===== config.mk =====
export PLATFORM = sky130hd
export DESIGN_NAME = resize_shift_ctrl
export DESIGN_NICKNAME = d
export VERILOG_FILES = /design/src/rtl/resize_shift_ctrl.sv
export SDC_FILE = /design/constraint.sdc
export NUM_CORES = 1
export LEC_CHECK = 0
export CAP_MARGIN = 30
export CORE_MARGIN = 1.5
export CORE_UTILIZATION = 35
export CTS_CLUSTER_DIAMETER = 30
export DETAILED_ROUTE_END_ITERATION = 7
export PLACE_DENSITY_LB_ADDON = 0.3
export RECOVER_POWER = 50
export SYNTH_ARGS = -nofsm -noshare
export SYNTH_HDL_FRONTEND = slang
export SYNTH_SLANG_ARGS = --single-unit

===== constraint.sdc =====
create_clock -name clk -period 2.6 [get_ports clk]
set_input_delay 0.52 -clock clk [delete_from_list [all_inputs] [get_ports clk]]
set_output_delay 0.52 -clock clk [all_outputs]
set_load 0.01 [all_outputs]

===== src/rtl/resize_shift_ctrl.sv =====
// resize_shift_ctrl
//   Runtime shift controller for a parallel resize/cast stage. Counts the
//   datapath overflow warnings over windows of 2^WINDOW_LOG valid samples and
//   steps a signed shift value with hysteresis: it steps down after a window
//   with at least OVF_THRESH overflows, and up after CLEAN_WINDOWS consecutive
//   windows with no overflow. A new shift value only takes effect on sync_in,
//   so gain changes stay aligned to frames. After each commit, SETTLE_CYCLES
//   clock cycles are skipped before the next window is measured.
//
// Ports
//   clk, rst          clock, asynchronous active-high reset
//   enable            automatic control on; low returns to IDLE
//   din_valid         datapath sample valid
//   warning_in        datapath overflow flag, qualified by din_valid
//   sync_in           frame sync pulse, commit point for a pending shift
//   manual_load       one-cycle request to load manual_shift (clamped)
//   manual_shift      signed manual shift value
//   shift_out         signed active shift (registered)
//   shift_update      one-cycle pulse in the first cycle a new shift_out shows
//   ovf_count_last    overflow count of the last completed window
//   state_out         IDLE=0, MEASURE=1, PENDING=2, SETTLE=3
module resize_shift_ctrl #(
    parameter int SHIFT_WIDTH   = 4,
    parameter int SHIFT_MIN     = -4,
    parameter int SHIFT_MAX     = 3,
    parameter int SHIFT_INIT    = 0,
    parameter int WINDOW_LOG    = 10,
    parameter int OVF_THRESH    = 4,
    parameter int CLEAN_WINDOWS = 8,
    parameter int SETTLE_CYCLES = 8
) (
    input  logic                          clk,
    input  logic                          rst,
    input  logic                          enable,
    input  logic                          din_valid,
    input  logic                          warning_in,
    input  logic                          sync_in,
    input  logic                          manual_load,
    input  logic signed [SHIFT_WIDTH-1:0] manual_shift,
    output logic signed [SHIFT_WIDTH-1:0] shift_out,
    output logic                          shift_update,
    output logic [WINDOW_LOG:0]           ovf_count_last,
    output logic [1:0]                    state_out
);

    typedef enum logic [1:0] {
        IDLE    = 2'd0,
        MEASURE = 2'd1,
        PENDING = 2'd2,
        SETTLE  = 2'd3
    } state_t;

    localparam int CW = $clog2(CLEAN_WINDOWS + 1);
    localparam int SW = (SETTLE_CYCLES > 1) ? $clog2(SETTLE_CYCLES) : 1;

    localparam logic signed [SHIFT_WIDTH-1:0] S_MIN  = SHIFT_WIDTH'(SHIFT_MIN);
    localparam logic signed [SHIFT_WIDTH-1:0] S_MAX  = SHIFT_WIDTH'(SHIFT_MAX);
    localparam logic signed [SHIFT_WIDTH-1:0] S_INIT = SHIFT_WIDTH'(SHIFT_INIT);
    localparam logic signed [SHIFT_WIDTH-1:0] S_ONE  = SHIFT_WIDTH'(1);

    localparam logic [WINDOW_LOG-1:0] WIN_LAST = {WINDOW_LOG{1'b1}};
    localparam logic [WINDOW_LOG-1:0] WIN_ONE  = WINDOW_LOG'(1);
    localparam logic [WINDOW_LOG:0]   OVF_MAX  = {(WINDOW_LOG+1){1'b1}};
    localparam logic [WINDOW_LOG:0]   OVF_ONE  = (WINDOW_LOG+1)'(1);
    localparam logic [WINDOW_LOG:0]   OVF_THR  = (WINDOW_LOG+1)'(OVF_THRESH);
    localparam logic [CW-1:0]         CLEAN_ONE = CW'(1);
    localparam logic [CW-1:0]         CLEAN_TGT = CW'(CLEAN_WINDOWS);
    localparam logic [SW-1:0]         SET_ONE   = SW'(1);
    localparam logic [SW-1:0]         SET_LAST  = SW'(SETTLE_CYCLES - 1);

    // With no settle period a commit goes straight back to measuring.
    localparam state_t POST_COMMIT = (SETTLE_CYCLES == 0) ? MEASURE : SETTLE;

    state_t                         state;
    logic signed [SHIFT_WIDTH-1:0]  pending;
    logic [WINDOW_LOG-1:0]          win_cnt;
    logic [WINDOW_LOG:0]            ovf_cnt;
    logic [CW-1:0]                  clean_cnt;
    logic [SW-1:0]                  settle_cnt;

    logic [WINDOW_LOG:0]            ovf;
    logic [CW-1:0]                  clean_next;
    logic signed [SHIFT_WIDTH-1:0]  manual_clamped;
    logic signed [SHIFT_WIDTH-1:0]  shift_dec;
    logic signed [SHIFT_WIDTH-1:0]  shift_inc;

    assign state_out = state;

    // Overflow count including this cycle's warning, saturating.
    always_comb begin
        ovf = ovf_cnt;
        if (warning_in && (ovf_cnt != OVF_MAX)) begin
            ovf = ovf_cnt + OVF_ONE;
        end
    end

    always_comb begin
        manual_clamped = manual_shift;
        if (manual_shift < S_MIN) begin
            manual_clamped = S_MIN;
        end else if (manual_shift > S_MAX) begin
            manual_clamped = S_MAX;
        end
    end

    assign clean_next = clean_cnt + CLEAN_ONE;
    // Only used when shift_out is strictly inside the range, so never wraps.
    assign shift_dec  = shift_out - S_ONE;
    assign shift_inc  = shift_out + S_ONE;

    // NOTE: sequential state uses non-blocking assignments so every register
    // samples the pre-edge values, independent of statement order.
    always_ff @(posedge clk or posedge rst) begin
        if (rst) begin
            state          <= IDLE;
            shift_out      <= S_INIT;
            shift_update   <= 1'b0;
            ovf_count_last <= '0;
            pending        <= S_INIT;
            win_cnt        <= '0;
            ovf_cnt        <= '0;
            clean_cnt      <= '0;
            settle_cnt     <= '0;
        end else begin
            shift_update <= 1'b0;

            if (manual_load) begin
                // A manual request wins over any automatic decision this cycle.
                pending    <= manual_clamped;
                win_cnt    <= '0;
                ovf_cnt    <= '0;
                clean_cnt  <= '0;
                settle_cnt <= '0;
                state      <= PENDING;
            end else begin
                case (state)
                    IDLE: begin
                        win_cnt    <= '0;
                        ovf_cnt    <= '0;
                        clean_cnt  <= '0;
                        settle_cnt <= '0;
                        if (enable) begin
                            state <= MEASURE;
                        end
                    end

                    MEASURE: begin
                        if (!enable) begin
                            win_cnt   <= '0;
                            ovf_cnt   <= '0;
                            clean_cnt <= '0;
                            state     <= IDLE;
                        end else if (din_valid) begin
                            if (win_cnt == WIN_LAST) begin
                                ovf_count_last <= ovf;
                                win_cnt        <= '0;
                                ovf_cnt        <= '0;
                                if (ovf >= OVF_THR) begin
                                    clean_cnt <= '0;
                                    if (shift_out > S_MIN) begin
                                        pending <= shift_dec;
                                        state   <= PENDING;
                                    end
                                end else if (ovf == '0) begin
                                    if (clean_next == CLEAN_TGT) begin
                                        clean_cnt <= '0;
                                        if (shift_out < S_MAX) begin
                                            pending <= shift_inc;
                                            state   <= PENDING;
                                        end
                                    end else begin
                                        clean_cnt <= clean_next;
                                    end
                                end else begin
                                    clean_cnt <= '0;
                                end
                            end else begin
                                win_cnt <= win_cnt + WIN_ONE;
                                ovf_cnt <= ovf;
                            end
                        end
                    end

                    PENDING: begin
                        // A started commit completes even if enable dropped.
                        if (sync_in) begin
                            shift_out    <= pending;
                            shift_update <= 1'b1;
                            settle_cnt   <= '0;
                            win_cnt      <= '0;
                            ovf_cnt      <= '0;
                            state        <= enable ? POST_COMMIT : IDLE;
                        end
                    end

                    SETTLE: begin
                        if (!enable) begin
                            win_cnt    <= '0;
                            ovf_cnt    <= '0;
                            clean_cnt  <= '0;
                            settle_cnt <= '0;
                            state      <= IDLE;
                        end else if (settle_cnt == SET_LAST) begin
                            settle_cnt <= '0;
                            win_cnt    <= '0;
                            ovf_cnt    <= '0;
                            state      <= MEASURE;
                        end else begin
                            settle_cnt <= settle_cnt + SET_ONE;
                        end
                    end

                    default: state <= IDLE;
                endcase
            end
        end
    end

endmodule


=== Yosys cells after proc, flatten, opt, wreduce, memory -nomap -nowiden ===
Cells that the tools add are included.

* Bits in registers: 50
* Input port bits: 11
* Output and inout bits: 18

* Order comparisons: 5
* Muxes and demuxes: 61
* Eq/ne operators: 18
* Reduce and logical (&&, ||, !) cells: 19
* Bitwise logic cells: 1
* Add/subtract/negate cells: 6

{| class="wikitable"
|+ Operators by type and width
! operator !! count
|-
| 11-bit 2-to-1 mux || 8
|-
| 4-bit 2-to-1 mux || 20
|-
| 10-bit 2-to-1 mux || 7
|-
| 11-bit one-hot mux with 4 select lines || 1
|-
| 10-bit one-hot mux with 4 select lines || 1
|-
| 2-bit 2-to-1 mux || 14
|-
| 5-bit != test (second input constant) || 4
|-
| 3-bit 2-to-1 mux || 4
|-
| 4-bit != test (second input constant) || 3
|-
| 4-bit one-hot mux with 3 select lines || 1
|-
| 11-bit by 1-bit adder with 11-bit output (second input constant) || 1
|-
| 11-bit by 3-bit greater-or-equal comparator with 1-bit output (second input constant) || 1
|-
| 11-bit logical NOT || 1
|-
| 11-bit != test (second input constant) || 1
|-
| 10-bit by 1-bit adder with 10-bit output (second input constant) || 1
|-
| 10-bit equality test (second input constant) || 1
|-
| 3-bit != test (second input constant) || 3
|-
| 3-bit one-hot mux with 3 select lines || 1
|-
| 9-bit AND reduction || 1
|-
| 3-bit nonzero test || 3
|-
| 4-bit by 3-bit greater-than comparator with 1-bit output (second input constant) || 2
|-
| 4-bit by 3-bit less-than comparator with 1-bit output (second input constant) || 2
|-
| 2-bit one-hot mux with 4 select lines || 1
|-
| 8-bit AND reduction || 1
|-
| other kinds (19) || 27
|}

=== Longest topological paths before layout ===
* Depth in word-level cells: 11
* Mapped depth: 12

=== Worst setup path after synthesis ===
Ideal clock, no wire load.

* Path kind: reg-to-reg
* Start: register ovf_cnt[1]
* End: register pending[1]
* Cell stages (with the launch flop): 10
* Arrival time: 2.540 ns
* Data required time: 2.475 ns
* Setup slack: -0.065 ns
* Clock period less this slack: 2.665 ns
* Cells stage by stage: dfrtp_1 ha_1 and4_4 buf_6 or3_1 a22oi_2 nand4_4 mux2_4 a31oi_4 mux2_4

* Cells in the longest elaborated chain, start to end: 10
* Elaborated cells between the ends (all ways): 17

{| class="wikitable"
|+ Ends and longest elaborated chain
! element !! line !! RTL
|-
| start, declared || 77 || <nowiki>logic [WINDOW_LOG:0] ovf_cnt;</nowiki>
|-
| start signal, assigned || 179 || <nowiki>ovf_cnt <= ovf;</nowiki>
|-
| branches (longest 2 deep; another with 11-bit by 1-bit adder with 11-bit output) || - ||
|-
| 11-bit 2-to-1 mux (*) || 92 || <nowiki>if (warning_in && (ovf_cnt != OVF_MAX)) begin</nowiki>
|-
| 11-bit by 3-bit greater-or-equal comparator with 1-bit output || 158 || <nowiki>if (ovf >= OVF_THR) begin</nowiki>
|-
| 4-bit 2-to-1 mux || 158 ||
|-
| 4-bit 2-to-1 mux || 154 || <nowiki>if (win_cnt == WIN_LAST) begin</nowiki>
|-
| 4-bit 2-to-1 mux || 153 || <nowiki>end else if (din_valid) begin</nowiki>
|-
| 4-bit 2-to-1 mux || 148 || <nowiki>if (!enable) begin</nowiki>
|-
| 4-bit 2-to-1 mux || 136 || <nowiki>case (state)</nowiki>
|-
| 4-bit 2-to-1 mux || 127 || <nowiki>if (manual_load) begin</nowiki>
|-
| end signal, assigned || 129 || <nowiki>pending <= manual_clamped;</nowiki>
|-
| end signal, assigned || 161 || <nowiki>pending <= shift_dec;</nowiki>
|-
| end signal, assigned || 168 || <nowiki>pending <= shift_inc;</nowiki>
|-
| end, declared || 75 || <nowiki>logic signed [SHIFT_WIDTH-1:0] pending;</nowiki>
|}

Every way passes the cells marked *. The select of a mux whose other input is x is not followed.
A chain may end at the register's enable or synchronous reset.

=== Worst setup path after layout ===
Ends and elaborated chain as after synthesis.

==> summary.md <==
| Metric | Value |
|---|---|
| Sum of negative setup slack | `0 ns` |
| Iter 0 DRT Violations | `128` |
| Gate Count Post-Synth | `324` |
| Period utilization | `96.8%` |
| Hold path depth | `1` |
| Worst path max stage delay | `0.42 ns` |
| Initial antenna violation count | `0` |
| Most common cell in the synthesized netlist | `nand2_1` |
| WL/cell | `14.6 um` |
| Critical Path Sink Type | `flip-flop` |
| Syn Area/Cell | `9.03 um^2` |
| Initial core utilization | `35.8%` |
| Final Hold Slack | `0.475 ns` |
| Pin count of the biggest net entering global routing | `35` |
| First-pass GRT wire length | `11.9 mm` |
| Fin cells | `482` |
| CTS root buf | `clkbuf_8` |
| TritonCTS clock tree | `yes` |
| Clock tree buffer depth | `2` |
| Die ar. | `8920 um^2` |
| Crit path cell chain | `ha_4 > and4_4 > or3_1 > a22oi_2 > nand4_4 > xor2_1 > ha_2 > inv_1 > o21ai_0 > mux2_4` |
| Routed WL | `7.04 mm` |
| Mapped Area | `2930 um^2` |
| Register area share after synthesis | `42.8%` |
| CP Depth | `10` |
| Placed Cells | `472` |
| Vias | `2627` |
| Max_cap viols | `0` |
| Final Hold Fails | `0` |
| Slew HR | `41.7%` |
| EDFF count, synth | `0` |
| Pwr per Cell Area | `487 nW/um^2` |
| Clock sinks | `50` |
| Pre-CTS setup slack | `-0.421 ns` |
| Commonest cells in the netlist | `nand2_1 (52), dfrtp_1 (50), o21ai_0 (28)` |
| Critical Path Source Type | `flip-flop` |
| Final WS setup | `0.0824 ns` |
| Main synth FF type | `dfrtp_1` |
| Fmax | `397 MHz` |
| Compound-gate portion of the synthesized area | `19.5%` |
| DPL Wire Length | `5.16 mm` |
| Top cell type's share of synthesized area | `42.8%` |
| Area delta synth->final | `25.0%` |
| Die height | `94.4 um` |
| Final Power | `1.78 mW` |
| Core area | `8180 um^2` |
| Port bufs | `28` |
| Vias in the first global route | `2410` |
| Worst slew pin tran | `0.874 ns` |
| Synth area leaders | `dfrtp_1 (43%), nand2_1 (6.7%), o21ai_0 (4.8%)` |
| Post-Syn Nets | `342` |
| Worst r2r path cells | `10` |
| DR vias/cell | `5.45` |
| Multiplexer share of the synthesized area | `5.04%` |
| # H-tree levels | `2` |
| Detailed Routing Iterations Pass 1 | `4` |
| All-Layer GR Usage | `16.9%` |
| Post-layout util | `44.7%` |
| Clk_lat worst skew | `0.31 ns` |
| Layout Nets | `394` |
| #FFs+latches synth | `50` |
| Clk slew on worst S/H paths | `0.09 ns` |
| CTS hold repair buffers | `0` |
| Hold WC Path Type | `reg -> reg` |
| Async set-reset flop share out of synthesis | `100%` |
| Crit Path Category | `reg -> reg` |
| Max-slew violation count | `0` |
| Yosys warns | `0` |
| Grt ovf | `0` |
| RSZ-0062 raised after global routing | `true` |
| Final setup fails | `0` |
| CP delay by family, top | `simple AND/OR/NAND/NOR gates` |
| WP data arrival | `2.72 ns` |
| Ratio of cells with drive above 1 in the final layout | `17.5%` |
| Adder-cell area share of the yosys netlist | `2.99%` |
| Routed Antenna Nets | `0` |
| Die X | `94.4 um` |
| Rows | `33` |
| VDD IR max | `0.000293 V` |
| Synth area leader | `dfrtp_1` |
| Synth unique cells | `56` |
| Period minus WS final | `2.52 ns` |
| Num CTS Buffers | `5` |
| Clk_skew | `0.00737 ns` |
| Status | `complete, no violations` |
| WP buf/inv | `1` |
| Post-Place Cell Area | `3510 um^2` |
| Drc violations | `0` |
| Max stage delay cell, worst path | `dfrtp_1` |
| IO Count | `29` |
| Final Instance Area | `3660 um^2` |
| XOR/XNOR Fraction of Synth Area | `2.39%` |
| Synth Area in Simple Gates | `23.7%` |
| # diodes | `0` |
| CP max FO | `8` |
| Largest family of logic cells by synthesized area | `simple AND/OR/NAND/NOR gates` |
| Routability cong. | `0.873` |
| Worst Path Required | `2.80 ns` |
| P_leak | `1.61 nW` |
## cells in the final DEF (no fill, tap or decap), types with 3 or more instances in the layout
cell and instances:
nand4_1 11, xnor2_1 6, mux2_2 6, nor2b_1 3
nand2_1 52, o211ai_1 3, a21o_1 7, and3_1 7
clkbuf_8 8, nand3_1 14, nor2_1 22, and4_1 3
buf_4 28, ha_1 5, dfrtp_1 49, or2_2 3
o21ai_0 28, inv_1 6, clkdlybuf4s50_1 22, o31ai_1 10
mux2i_1 4, dlygate4sd3_1 5, a21oi_1 19, and2_1 7
## per-layer routing
metal  global-route usage [%]  share of wire, %  up-vias
li1                         -                 -     1278
met1                     23.3                47     1278
met2                     26.7                46       59
met3                     3.86               4.7       12
met4                     4.48               1.3        0
met5                        0                 0        -
## report_power, final
part / switching [mW] / internal (mW) / total, mW
clock: 0.261 / 0.269 / 0.530
sequential: 0.0733 / 0.820 / 0.893
combinational: 0.170 / 0.188 / 0.357
## flip-flops by register name (all words and copies together) (netlist names)
register        flops
clean_cnt           4
ovf_cnt            11
ovf_count_last     11
pending             4
settle_cnt          3
shift_out           4
shift_update        1
state_out           2
win_cnt            10
## timing repair
item	4_1_cts	5_1_grt
resized for setup	4	6
pin swaps	1	7
cloned	0	0
setup endpoints to repair	5	4
setup buffers	1	1
## area by class of cell
cell class	count	area, um^2
repair buffers	61	533
flip-flops and latches	50	1250
clock buffers	8	110
well taps	105	131
inverters	6	22.5
fillers	793	4520
multi-input cells	252	1610
## path summary, 6_finish.rpt
check                                  startpoint           endpoint  slack [ns]
worst max-delay path                   ovf_cnt[1]         pending[1]        0.08
worst min-delay path            ovf_count_last[2]  ovf_count_last[2]        0.47
worst max register to register         ovf_cnt[1]         pending[1]        0.08
worst min register to register  ovf_count_last[2]  ovf_count_last[2]        0.47
max in group asynchronous                     rst        ovf_cnt[10]        0.59
min in group asynchronous                     rst         ovf_cnt[1]        0.73
## worst register-to-register path, cell delays in order (launching register included)
cell,delay [ns]
dfrtp_1,0.42
ha_4,0.21
and4_4,0.21
or3_1,0.32
a22oi_2,0.21
nand4_4,0.18
xor2_1,0.19
ha_2,0.30
inv_1,0.05
o21ai_0,0.06
mux2_4,0.27
## kinds of logic (layout without fill, tap and decap cells)
family | Yosys count | in the layout
buf+inv | 22 | 75
flops | 50 | 50
compound gates | 87 | 87
fa+ha+maj | 7 | 7
mux | 13 | 13
xor+xnor | 8 | 8
simple gates | 137 | 137
(Power assumes the default switching activity.)
